==> config.mk <==
export PLATFORM = sky130hd
export DESIGN_NAME = bt_tx_fifo
export DESIGN_NICKNAME = d
export VERILOG_FILES = /design/src/rtl/bt_tx_fifo.sv
export SDC_FILE = /design/constraint.sdc
export NUM_CORES = 1
export LEC_CHECK = 0
export BUFFER_PORTS_ARGS = -buffer_cell sky130_fd_sc_hd__buf_2
export CORE_ASPECT_RATIO = 1.25
export CORE_MARGIN = 2
export CORE_UTILIZATION = 61
export CTS_CLUSTER_SIZE = 40
export DETAILED_ROUTE_END_ITERATION = 8
export MAX_ROUTING_LAYER = met4
export PLACE_DENSITY = 0.75
export SYNTH_ARGS = -nofsm -noshare
export SYNTH_HDL_FRONTEND = slang
export SYNTH_SLANG_ARGS = --single-unit
==> constraint.sdc <==
create_clock -name clk -period 4.8 [get_ports clk]
set_clock_uncertainty 0.05 [all_clocks]
set_input_delay 0.48 -clock clk [delete_from_list [all_inputs] [get_ports clk]]
set_output_delay 0.48 -clock clk [all_outputs]
set_load 0.01 [all_outputs]
==> src/rtl/bt_tx_fifo.sv <==
// Byte FIFO feeding a UART transmitter.
// One byte is handed over per downstream frame.
module bt_tx_fifo #(
  parameter int DEPTH = 16,
  parameter int AW    = 4
) (
  input  logic          clk,
  input  logic          reset,
  input  logic [7:0]    wr_data,
  input  logic          wr_en,
  output logic          full,
  output logic          empty,
  output logic [AW:0]   count,
  output logic          overflow,
  output logic [7:0]    tx_data,
  output logic          tx_send,
  input  logic          tx_busy
);

  typedef enum logic [1:0] {
    IDLE,
    SEND,
    DRAIN
  } state_e;

  localparam logic [AW:0] FULL_CNT = (AW+1)'(DEPTH);
  localparam logic [AW:0] CNT_ONE  = (AW+1)'(1);
  localparam logic [AW-1:0] PTR_ONE = AW'(1);

  logic [7:0]    mem_q [DEPTH];
  logic [AW-1:0] wr_ptr_q;
  logic [AW-1:0] wr_ptr_d;
  logic [AW-1:0] rd_ptr_q;
  logic [AW:0]   count_q;
  logic [AW:0]   count_d;
  logic          ovf_q;
  logic          avail_q;
  logic [7:0]    data_q;
  logic          send_q;
  state_e        state_q;

  logic          wr_acc;
  logic          pop;

  assign full     = (count_q == FULL_CNT);
  assign empty    = (count_q == '0);
  assign count    = count_q;
  assign overflow = ovf_q;
  assign tx_data  = data_q;
  assign tx_send  = send_q;

  // full is registered, so a pop never frees room
  // for a write in the same cycle
  assign wr_acc = wr_en & ~full;

  // a byte must sit one full cycle before it is
  // eligible, giving the two-edge write-to-send path
  assign pop = (state_q == IDLE) & avail_q &
               ~empty & ~tx_busy;

  // next occupancy and write pointer
  always_comb begin
    count_d  = count_q;
    wr_ptr_d = wr_ptr_q;
    if (wr_acc) begin
      wr_ptr_d = wr_ptr_q + PTR_ONE;
    end
    unique case ({wr_acc, pop})
      2'b10:   count_d = count_q + CNT_ONE;
      2'b01:   count_d = count_q - CNT_ONE;
      default: count_d = count_q;
    endcase
  end

  // storage array; contents survive reset
  always_ff @(posedge clk) begin
    if (wr_acc) begin
      mem_q[wr_ptr_q] <= wr_data;
    end
  end

  // pointers, occupancy, overflow pulse, eligibility
  always_ff @(posedge clk or negedge reset) begin
    if (!reset) begin
      wr_ptr_q <= '0;
      count_q  <= '0;
      ovf_q    <= 1'b0;
      avail_q  <= 1'b0;
    end else begin
      wr_ptr_q <= wr_ptr_d;
      count_q  <= count_d;
      ovf_q    <= wr_en & full;
      avail_q  <= (count_q != '0);
    end
  end

  // feeder: pop in IDLE, hold request until busy,
  // then wait for the frame to finish
  always_ff @(posedge clk or negedge reset) begin
    if (!reset) begin
      state_q  <= IDLE;
      rd_ptr_q <= '0;
      data_q   <= 8'h00;
      send_q   <= 1'b0;
    end else begin
      unique case (state_q)
        IDLE: begin
          if (pop) begin
            data_q   <= mem_q[rd_ptr_q];
            rd_ptr_q <= rd_ptr_q + PTR_ONE;
            send_q   <= 1'b1;
            state_q  <= SEND;
          end
        end
        SEND: begin
          if (tx_busy) begin
            send_q  <= 1'b0;
            state_q <= DRAIN;
          end
        end
        DRAIN: begin
          send_q <= 1'b0;
          if (!tx_busy) begin
            state_q <= IDLE;
          end
        end
        default: begin
          send_q  <= 1'b0;
          state_q <= IDLE;
        end
      endcase
    end
  end

endmodule

==> results.md, run 1 <==
* Reg area at 0.00450 mm²
* Register area share after synthesis at 71.6%
* Hold crit path type: primary input to async pin
* Root Driver: clkbuf_16
* Total track usage at 23.5%
* Reg2Reg Capture Point: count[4]$_DFFE_PN0P_
* Worst flop-to-flop path startpoint: count[0]$_DFFE_PN0P_
* Commonest non-fill, non-tap cell in the layout: edfxtp_1
* CTS Hold Buffers Added at 0
* Register bit total from synthesis at 154
* RSZ-0062 raised after global routing: false
* Largest net degree at the start of global routing at 36
* Clk sinks at 154
* Yosys cell types at 37
* Clock power share at 27.0%
* Starting Density at 62.5%
* Maximum clock frequency at 0.299 GHz
* Final hold vios at 0
* VDD IR-drop max at 0.000330 V
* Sw Pwr at 1.26 mW
* Main synth FF type: edfxtp_1
* CTS tree: built
* Worst EP required at 5.05 ns
* Routability congestion estimate at 0.801
* Fin nets at 397
* Post-synth net total at 361
* Final setup viols at 0
* Lkg Pwr at 2.53 nW
* Type of origin of the critical path: flop
* Slew headroom at 29.6%
* Post-Syn Area at 0.00628 mm²
* Switching Fraction at 30.6%
* Vias per cell at 5.88
* Avg Inst Size Synth at 18.5 µm²
* Yosys top cell area share at 61.2%
* Critical path class: flop to flop
* Slew Limit Fails at 0
* TNS Setup at 0 ns
* Worst-path maximum fanout at 21
* Ys async rst share at 16.9%
* Mapped Cells at 339
* Max cap viols at 0
* Vias in the first global route at 3213
* H-tree depth at 4
* Logic pwr share at 27.6%
* N_diodes at 0
* Layout area overhead at 11.1%
* Io pins at 29
* Site row count at 41
* Mean routed wirelength per cell at 22.0 µm
* Area of the multi-input gates at 0.00160 mm²
* # resized after CTS at 0
* Final core occ at 69.4%
* Overflow after GRT at 0
* Die Y at 117 µm
* Seq pwr share at 45.4%
* I/O Buffers at 28
* Detailed placement HPWL at 6940 µm
* Skew-Pair Late Insertion Delay at 0.41 ns
* Number of flops mapped to enable cells by yosys at 128
* Pint at 2.87 mW
* Worst reg-to-reg path cell count at 12
* First-pass DRT Iterations at 5
* First DRT Iteration DRCs at 213
* Dpl cell area at 0.00648 mm²
* Synth Warn # at 0
* Final min period at 3.35 ns
* Placed Cells at 485
* Finished Cell Area at 0.00697 mm²
* Non-Filler Instances at 515
* Core footprint at 0.0101 mm²
* Share of cells above drive strength 1 at 22.0%
* Antenna violations before repair at 0
* CTS max path bufs at 2
* Final ANT Viol Nets at 0
* Status: finished, final reports clean
* Clk slew on worst S/H paths at 0.06 ns
* Area leader, netlist: edfxtp_1
* Fillers at 661
* Pwr dens at 593 mW/mm²
* Via count at 3030
* Die Wd at 94.8 µm
* Most frequent cells in the layout: edfxtp_1 (128), nand2_1 (33), buf_2 (28)
* Inserted Clock Buffers at 17
* Slew of the pin with the lowest slew margin at 1.05 ns
* Fin Hold WS at 0.0192 ns
* Drt total wl at 11300 µm
* DRC viols at 0
* Critical path arrival at 3.60 ns
* Global-route wire length before repair at 17900 µm
* R2R Setup Slk at 1.45 ns
* Setup crit end kind: flop
* Post-CTS Repair Setup Buffers at 0
* Area contributors post-synth: edfxtp_1 (61%), dfrtp_1 (10%), mux4_1 (7.1%)
* Period utilization at 69.8%
* Die area at 0.0111 mm²
==> cell usage after synthesis (2+ instances only) <==
library cell,n
a21oi_1,2
and2_1,2
buf_2,3
buf_4,3
buf_6,5
clkbuf_1,3
dfrtp_1,26
edfxtp_1,128
ha_1,9
inv_1,9
mux2_2,8
mux2i_1,9
mux4_1,17
mux4_2,15
nand2_1,33
nand2b_1,3
nand4_1,2
nor2_1,13
nor3_1,4
o21ai_0,4
o21ai_1,16
xnor2_1,8
xor2_1,3
==> logic make-up after synthesis <==
| group | synth area share [%] |
|---|---|
| simple gates | 4.54 |
| flops | 71.6 |
| compound gates | 1.87 |
| mux | 15.4 |
| buf+inv | 3.01 |
| fa+ha+maj | 2.11 |
| xor+xnor | 1.53 |
==> worst max-delay path, cell delays in order, from the launching register on <==
cell and delay, ns:
dfrtp_1 0.42, nor4_1 0.52, nand2b_1 0.18, nand4b_1 0.14
buf_4 0.24, inv_2 0.08, ha_1 0.24, ha_1 0.34
nor2b_1 0.14, o21ai_0 0.20, a21oi_1 0.09, or3b_2 0.46
xnor2_1 0.13
==> stage by stage <==
stage	total power [mW]	setup slack (ns)
2_1_floorplan	2.78	1.84
3_3_place_gp	3.01	1.56
3_5_place_dp	3.05	1.42
4_1_cts	4.18	1.41
5_1_grt	4.36	1.22
6_report	4.13	1.45
==> per-layer routing <==
| metal | track usage (%) | vias up | share of wire [%] |
|---|---|---|---|
| met5 | - | - | 0 |
| met4 | 9.15 | 0 | 1.5 |
| met3 | 5.46 | 13 | 4.8 |
| met2 | 37.0 | 93 | 54 |
| met1 | 30.0 | 1535 | 40 |
| li1 | - | 1389 | - |
==> cell type report <==
| cell class | count | share of cell area (%) |
|---|---|---|
| clock buffer | 18 | 6.15 |
| clock inverter | 12 | 0.879 |
| sequential | 154 | 64.5 |
| multi-input combinational | 157 | 22.9 |
| tap | 129 | 2.31 |
| inverter | 10 | 0.538 |
| timing repair buffer | 35 | 2.76 |
==> how the worst max path moves through the flow <==
stage | start | to | slack, ns | cells past startpoint
after global placement | count[0]$_DFFE_PN0P_ | count[4]$_DFFE_PN0P_ | 1.56 | 12
after detailed placement | count[0]$_DFFE_PN0P_ | count[4]$_DFFE_PN0P_ | 1.42 | 12
after floorplan | count[0]$_DFFE_PN0P_ | count[4]$_DFFE_PN0P_ | 1.84 | 13
after CTS | count[0]$_DFFE_PN0P_ | count[4]$_DFFE_PN0P_ | 1.41 | 12
after global routing | count[0]$_DFFE_PN0P_ | count[4]$_DFFE_PN0P_ | 1.22 | 12
final | count[0]$_DFFE_PN0P_ | count[4]$_DFFE_PN0P_ | 1.45 | 12
==> sequential cells by signal, indices dropped and copies added (netlist names) <==
signal and cells:
state_q 2, tx_send 1, rd_ptr_q 4, overflow 1, count 5, avail_q 1, tx_data 8, wr_ptr_q 4
mem_q 128
==> power groups by stage <==
stage / logic (mW) / clock network [mW] / registers (mW)
after floorplan: 0.980 / 0 / 1.80
after CTS: 1.16 / 1.14 / 1.88
after detailed placement: 1.15 / 0 / 1.90
final: 1.14 / 1.12 / 1.88
after global placement: 1.11 / 0 / 1.89
after global routing: 1.25 / 1.19 / 1.91
Power figures use the tool's default switching activity.
==> run 2: changes to the inputs <==
--- a/config.mk
+++ b/config.mk
@@ -5,14 +5,15 @@
 export SDC_FILE = /design/constraint.sdc
 export NUM_CORES = 1
 export LEC_CHECK = 0
+export ABC_AREA = 1
 export BUFFER_PORTS_ARGS = -buffer_cell sky130_fd_sc_hd__buf_2
 export CORE_ASPECT_RATIO = 1.25
 export CORE_MARGIN = 2
-export CORE_UTILIZATION = 61
+export CORE_UTILIZATION = 55
 export CTS_CLUSTER_SIZE = 40
 export DETAILED_ROUTE_END_ITERATION = 8
 export MAX_ROUTING_LAYER = met4
-export PLACE_DENSITY = 0.75
+export PLACE_DENSITY = 0.71
 export SYNTH_ARGS = -nofsm -noshare
 export SYNTH_HDL_FRONTEND = slang
 export SYNTH_SLANG_ARGS = --single-unit
==> constraint.sdc (replaced) <==
create_clock -name clk -period 2.8 [get_ports clk]
set_clock_uncertainty 0.05 [all_clocks]
set_input_delay 0.28 -clock clk [delete_from_list [all_inputs] [get_ports clk]]
set_output_delay 0.28 -clock clk [all_outputs]
set_load 0.01 [all_outputs]
==> run 2 against run 1 <==
Net effect:
- first-iteration DRC count is 100% higher
- global-route usage is 0.25 points higher
- non-clock buffer count is 7 higher
- clock power is 100% higher
- critical path type unchanged
==> results.md, run 2 <==
* Status: finished, final reports clean
* Root Driver: clkbuf_16
* Starting Density at 56.6% (-5.8 points)
* Final ANT Viol Nets at 0 (unchanged)
* Final setup viols at 0 (unchanged)
* Fin Hold WS at 0.0540 ns (+0.0347 ns)
* Period utilization at 91.6% (+22 points)
* DR WL met3 at 726 µm (+34%)
* VDD IR-drop max at 0.000484 V (+47%)
* Worst-path maximum fanout at 15 (-29%)
* DR top layer: met4
* Global-route wire length before repair at 23100 µm (+29%)
* Slew Limit Fails at 0 (unchanged)
* Reg area at 0.00450 mm² (unchanged)
* Overflow after GRT at 0 (unchanged)
* Critical Path Max Stage Delay at 0.40 ns (-0.12 ns)
* Sw Pwr at 2.84 mW (+120%)
* Crit path buf inv count at 3 (+1)
* First-pass DRT Iterations at 7 (+2)
* Main synth FF type: edfxtp_1
* Most frequent cells in the layout: nand2_1 (229), edfxtp_1 (128), inv_1 (119)
* Crit-path cells: nor2_1, and3b_1, nand2_4, inv_2, ha_2, inv_1, fa_1, inv_1, nand2_1, nand2_1, a21oi_1, xor2_1, nand2_1, nand2_1
* Io pins at 29 (unchanged)
* Worst EP required at 3.06 ns (-1.99 ns)
* Number of flops mapped to enable cells by yosys at 128 (unchanged)
* Skew-Pair Late Insertion Delay at 0.42 ns (about the same)
* Yosys cell types at 28 (-24%)
* Mean routed wirelength per cell at 16.2 µm (-26%)
* Area of the multi-input gates at 0.00177 mm² (+11%)
* Detail Route met2 WL at 7370 µm (+21%)
* Antenna violations before repair at 0 (unchanged)
* Max cap viols at 0 (unchanged)
* Critical path arrival at 2.83 ns (-0.77 ns)
* Die Y at 129 µm (+9.9%)
* Drt total wl at 14500 µm (+28%)
* Clk slew on worst S/H paths at 0.06 ns (about the same)
* Fillers at 951 (+44%)
* Largest delay contributor family on the critical path: simple AND/OR/NAND/NOR gates
* Detailed placement HPWL at 9280 µm (+34%)
* Avg Inst Size Synth at 10.0 µm² (-46%)
* Post-Syn Area at 0.00689 mm² (+9.7%)
* Largest Register: mem_q
* Register bit total from synthesis at 154 (unchanged)
* Yosys top cell area share at 55.8% (-5.4 points)
* Logic pwr share at 32.4% (+4.8 points)
* RSZ-0062 raised after global routing: false
* Post-CTS Repair Setup Buffers at 0 (unchanged)
* Slew of the pin with the lowest slew margin at 1.21 ns (+0.158 ns)
* Pwr dens at 1010 mW/mm² (+70%)
* Slowest-stage cell, CP: dfrtp_1
* Max reg flops at 128 (unchanged)
* Total track usage at 23.8% (+0.25 points)
* Type of origin of the critical path: flop
* Switching Fraction at 36.3% (+5.8 points)
* TNS Setup at 0 ns (unchanged)
* Setup crit end kind: flop
* Register area share after synthesis at 65.3% (-6.3 points)
* Final min period at 2.57 ns (-0.783 ns)
* Commonest non-fill, non-tap cell in the layout: nand2_1
* Site row count at 45 (+9.8%)
* Die Wd at 104 µm (+9.9%)
* Dpl cell area at 0.00716 mm² (+10%)
* Finished Cell Area at 0.00777 mm² (+11%)
* I/O Buffers at 28 (unchanged)
* Clk sinks at 154 (unchanged)
* Mapped Cells at 687 (+100%)
* Slew headroom at 18.7% (-11 points)
* DRT met1 WL at 5960 µm (+32%)
* Maximum clock frequency at 0.390 GHz (+31%)
* Final hold vios at 0 (unchanged)
* Area leader, netlist: edfxtp_1
* CTS tree: built
* Die area at 0.0134 mm² (+21%)
* Seq pwr share at 38.7% (-6.7 points)
* Synth Warn # at 0 (unchanged)
* Largest net degree at the start of global routing at 68 (+89%)
* Pint at 4.97 mW (+73%)
* Area contributors post-synth: edfxtp_1 (56%), nand2_1 (12%), dfrtp_1 (9.4%)
* DRC viols at 0 (unchanged)
* Critical path class: flop to flop
* Vias in the first global route at 4484 (+40%)
* Share of cells above drive strength 1 at 11.1% (-11 points)
* Post-synth net total at 709 (+96%)
* CTS max path bufs at 2 (unchanged)
* Most common cell in the netlist: nand2_1
* List of most frequent post-synthesis cells: nand2_1 (229), edfxtp_1 (128), inv_1 (119)
* Clock power share at 28.9% (+1.9 points)
* Fin nets at 741 (+87%)
* Inserted Clock Buffers at 17 (unchanged)
* First DRT Iteration DRCs at 427 (+100%)
* H-tree depth at 4 (unchanged)
* Vias per cell at 5.17 (-12%)
* Core footprint at 0.0122 mm² (+21%)
* N_diodes at 0 (unchanged)
* Hold crit path type: primary input to flop
* Routability congestion estimate at 0.902 (+13%)
* Lkg Pwr at 3.50 nW (+38%)
* Layout area overhead at 12.9%
* Via count at 4629 (+53%)
* Ys async rst share at 16.9% (unchanged)
* Worst path most repeated cell: nand2_1
==> run 2: cell types whose count changed in the layout (fill, tap and decap cells not counted), moves of 6 or more <==
cell     previous run  this run
nand2_1            33       229
inv_1               9       119
nand3_1             1        99
mux4_1             17         0
o21ai_1            16         0
mux4_2             15         0
nor3_1              4        16
mux2i_1             9         0
nor2_1             13         4
mux2_2              8         0
buf_4               7        13
==> run 2: tightest hold or removal path, cell delays in order <==
cell and delay (ns):
buf_2 0.12, inv_1 0.05, nor2_1 0.04
==> run 2: area by class of cell <==
| cell class | count | area share [%] |
|---|---|---|
| flip-flops and latches | 154 | 57.8 |
| multi-input cells | 382 | 22.7 |
| inverters | 122 | 5.89 |
| clock buffers | 19 | 5.83 |
| repair buffers | 42 | 3.19 |
| well taps | 164 | 2.64 |
| clock inverters | 13 | 1.87 |
==> run 2: layer usage <==
layer  up-vias  GRT usage, %
met2       140          39.4
met3        26          5.68
met5         -             -
li1       2262             -
met1      2201          28.3
met4         0          9.70
==> run 2: path summary, 6_finish.rpt <==
check / from / end / slack, ns / depth (start not counted)
hold reg to reg: tx_data[7]$_DFFE_PN0P_ / tx_data[7]$_DFFE_PN0P_ / 0.43 / 2
hold / removal: wr_en / overflow$_DFF_PN0_ / 0.05 / 3
setup / recovery: state_q[1]$_DFFE_PN0P_ / count[4]$_DFFE_PN0P_ / 0.23 / 14
max in group asynchronous: reset / rd_ptr_q[0]$_DFFE_PN0P_ / 1.97 / 2
min in group asynchronous: reset / overflow$_DFF_PN0_ / 0.33 / 2
setup reg to reg: state_q[1]$_DFFE_PN0P_ / count[4]$_DFFE_PN0P_ / 0.23 / 14
==> run 2: kinds of logic after synthesis <==
kind of cell | share of synthesized area [%]
AO/OA/AOI/OAI | 0.781
adder cells (fa/ha/maj) | 1.93
buffers and inverters | 9.10
XOR/XNOR | 0.890
AND/OR/NAND/NOR | 22.0
flip-flops | 65.3
==> run 2: through the flow <==
stage	power [mW]	setup WS [ns]	cells	util, %
final	7.81	0.234	896	63.9
after global routing	8.27	0.0657	896	63.9
after CTS	7.82	0.204	896	63.9
after detailed placement	5.57	0.219	863	58.9
after global placement	5.48	0.401	863	58.9
after floorplan	4.85	0.373	687	-
==> run 2: what timing repair did <==
item	in CTS	in global routing
endpoints found under the hold margin	26	0
resized for setup	0	1
endpoints found under the setup margin	0	1
hold buffers	1	0
==> run 2: power by group through the flow <==
stage | clock (mW) | combinational (mW) | sequential [mW]
floorplan | 0 | 1.79 | 3.06
global placement | 0 | 2.44 | 3.05
detailed placement | 0 | 2.51 | 3.07
CTS | 2.27 | 2.53 | 3.02
global route | 2.37 | 2.84 | 3.06
finish | 2.26 | 2.53 | 3.02
==> run 3: changes to the inputs <==
--- a/config.mk
+++ b/config.mk
@@ -9,11 +9,12 @@
 export BUFFER_PORTS_ARGS = -buffer_cell sky130_fd_sc_hd__buf_2
 export CORE_ASPECT_RATIO = 1.25
 export CORE_MARGIN = 2
-export CORE_UTILIZATION = 55
+export CORE_UTILIZATION = 58
+export CTS_BUF_LIST = sky130_fd_sc_hd__clkbuf_8
 export CTS_CLUSTER_SIZE = 40
 export DETAILED_ROUTE_END_ITERATION = 8
 export MAX_ROUTING_LAYER = met4
-export PLACE_DENSITY = 0.71
+export PLACE_DENSITY = 0.75
 export SYNTH_ARGS = -nofsm -noshare
 export SYNTH_HDL_FRONTEND = slang
 export SYNTH_SLANG_ARGS = --single-unit
==> run 3 against run 2 <==
Net effect:
- sequential cell count unchanged
- highest routed layer unchanged
- wire length increased by 4.3%
- register-to-register slack about the same
- via count increased by 2.7%
==> results.md, run 3 (synthesis results as in run 2) <==
* Status: finished, final reports clean
* Vias in the first global route at 4853 (+8.2%)
* Antenna violations before repair at 0 (unchanged)
* Logic pwr share at 33.7% (+1.3 points)
* Layout area overhead at 10.6%
* Sw Pwr at 2.77 mW (-2.5%)
* Detailed placement HPWL at 9610 µm (+3.6%)
* Final min period at 2.56 ns (-0.00868 ns)
* Slew of the pin with the lowest slew margin at 1.23 ns (+0.0233 ns)
* N_diodes at 0 (unchanged)
* Switching Fraction at 37.4% (+1.1 points)
* Pwr dens at 970 mW/mm² (-3.5%)
* CTS tree: built
* Final hold vios at 0 (unchanged)
* Critical path arrival at 2.85 ns (+0.02 ns)
* Hold Path End: overflow$_DFF_PN0_
* Worst EP required at 3.09 ns (+0.03 ns)
* Hold crit path type: primary input to flop
* Worst reg-to-reg path cell count at 11 (-3)
* Clock power share at 24.6% (-4.3 points)
* Largest net degree at the start of global routing at 34 (-50%)
* Fin nets at 743 (+0.27%)
* Maximum clock frequency at 0.391 GHz (+0.34%)
* DRC viols at 0 (unchanged)
* RSZ-0062 raised after global routing: false
* R2R Setup Slk at 0.24 ns (about the same)
* Starting Density at 59.3% (+2.7 points)
* Setup crit end kind: flop
* Global-route wire length before repair at 24200 µm (+5.0%)
* Max reg flops at 128 (unchanged)
* Dpl cell area at 0.00717 mm² (+0.16%)
* Worst-path maximum fanout at 15 (unchanged)
* Overflow after GRT at 0 (unchanged)
* Lkg Pwr at 3.46 nW (-1.3%)
* Skew-Pair Late Insertion Delay at 0.46 ns (+0.04 ns)
* Mean routed wirelength per cell at 16.9 µm (+4.4%)
* First DRT Iteration DRCs at 446 (+4.4%)
* VDD IR-drop max at 0.000538 V (+11%)
* Die area at 0.0128 mm² (-5.0%)
* Root Driver: clkbuf_8
* Vias per cell at 5.31 (+2.9%)
* Die Y at 126 µm (-2.5%)
* Die Wd at 101 µm (-2.5%)
* Clk slew on worst S/H paths at 0.08 ns (+0.02 ns)
* Post-CTS Repair Setup Buffers at 0 (unchanged)
* Clk sinks at 154 (unchanged)
* Most frequent cells in the layout: nand2_1 (229), edfxtp_1 (128), inv_1 (121)
* Routability congestion estimate at 0.877 (-2.8%)
* Largest Register: mem_q
* Final core occ at 65.6% (+1.7 points)
* Slew Limit Fails at 0 (unchanged)
* Seq pwr share at 41.7% (+3.0 points)
* Type of origin of the critical path: flop
* Fillers at 897 (-5.7%)
* Pint at 4.62 mW (-7.1%)
* CTS max path bufs at 2 (unchanged)
* Slew headroom at 17.1% (-1.6 points)
* Reg2Reg Capture Point: count[3]$_DFFE_PN0P_
* Drt total wl at 15100 µm (+4.3%)
* Worst flop-to-flop path startpoint: count[1]$_DFFE_PN0P_
* Commonest non-fill, non-tap cell in the layout: nand2_1
* Critical path class: flop to flop
* Finished Cell Area at 0.00762 mm² (-2.0%)
* Placed Cells at 862 (-0.12%)
* Period utilization at 91.3% (-0.31 points)
* Total track usage at 26.6% (+2.8 points)
* Max cap viols at 0 (unchanged)
* Final setup viols at 0 (unchanged)
* Final ANT Viol Nets at 0 (unchanged)
* Non-Filler Instances at 895 (-0.11%)
* I/O Buffers at 28 (unchanged)
* Site row count at 44 (-2.2%)
* Inserted Clock Buffers at 17 (unchanged)
* Worst hold stages at 3 (unchanged)
* Share of cells above drive strength 1 at 10.8% (-0.30 points)
* Io pins at 29 (unchanged)
* TNS Setup at 0 ns (unchanged)
* Core footprint at 0.0116 mm² (-4.5%)
* H-tree depth at 4 (unchanged)
* Via count at 4756 (+2.7%)
* First-pass DRT Iterations at 5 (-2)
* Min-delay src: wr_en
run 3: cell count changes in the layout (fill, tap and decap cells not counted), moves of 2 or more:
cell | before | now
clkbuf_16 | 17 | 0
inv_1 | 119 | 121
clkbuf_8 | 2 | 19
clkinvlp_4 | 3 | 1
clkinv_4 | 5 | 2
buf_4 | 13 | 15
bufinv_16 | 2 | 4
run 3: power groups by stage:
stage	combinational (mW)	sequential [mW]	clock, mW
final	2.49	3.08	1.82
after global placement	2.38	3.10	0
after global routing	2.78	3.12	1.93
after CTS	2.49	3.08	1.82
after detailed placement	2.47	3.12	0
after floorplan	1.79	3.06	0
run 3: through the flow:
stage	hold WS, ns	setup slack [ns]	power [mW]
final	0.00885	0.243	7.39
after global routing	0.00997	0.0462	7.83
after CTS	0.00834	0.236	7.39
after floorplan	-0.0656	0.373	4.85
after global placement	0.250	0.408	5.49
after detailed placement	0.270	0.267	5.59
run 3: critical path, stage by stage (launching register included):
cell and delay, ns:
dfrtp_1 0.47, nor4_4 0.34, nand2_2 0.13, nand2_4 0.17, inv_2 0.13, ha_1 0.29
ha_1 0.33, nand2_1 0.08, a21oi_1 0.22, nor2_1 0.06, nand2_1 0.07, a31oi_1 0.09
run 3: timing repair:
action                    CTS  global route
hold endpoints to repair   26             0
gates resized for setup     0             0
hold buffers                1             0
run 3: worst max path at each step:
stage / to / from / depth (start not counted)
finish: count[3]$_DFFE_PN0P_ / count[1]$_DFFE_PN0P_ / 11
global placement: count[4]$_DFFE_PN0P_ / count[1]$_DFFE_PN0P_ / 12
global route: count[4]$_DFFE_PN0P_ / state_q[1]$_DFFE_PN0P_ / 14
floorplan: count[4]$_DFFE_PN0P_ / count[1]$_DFFE_PN0P_ / 14
CTS: count[4]$_DFFE_PN0P_ / count[1]$_DFFE_PN0P_ / 12
detailed placement: count[4]$_DFFE_PN0P_ / state_q[1]$_DFFE_PN0P_ / 14
run 3: metal layers:
| layer | wire [µm] | up-vias | track usage [%] |
|---|---|---|---|
| met5 | 0 | - | - |
| met4 | 619 | 0 | 13.1 |
| met3 | 879 | 48 | 6.10 |
| met2 | 7980 | 184 | 43.8 |
| met1 | 5650 | 2259 | 30.5 |
| li1 | - | 2265 | - |
run 3: final cells by class:
class | count | area [µm²] | area share (%)
clock inverters | 13 | 175 | 2.30
clock buffers | 19 | 262 | 3.43
multi-input cells | 382 | 1770 | 23.2
flip-flops and latches | 154 | 4500 | 59.0
inverters | 122 | 458 | 6.01
repair buffers | 44 | 263 | 3.45
well taps | 161 | 201 | 2.64
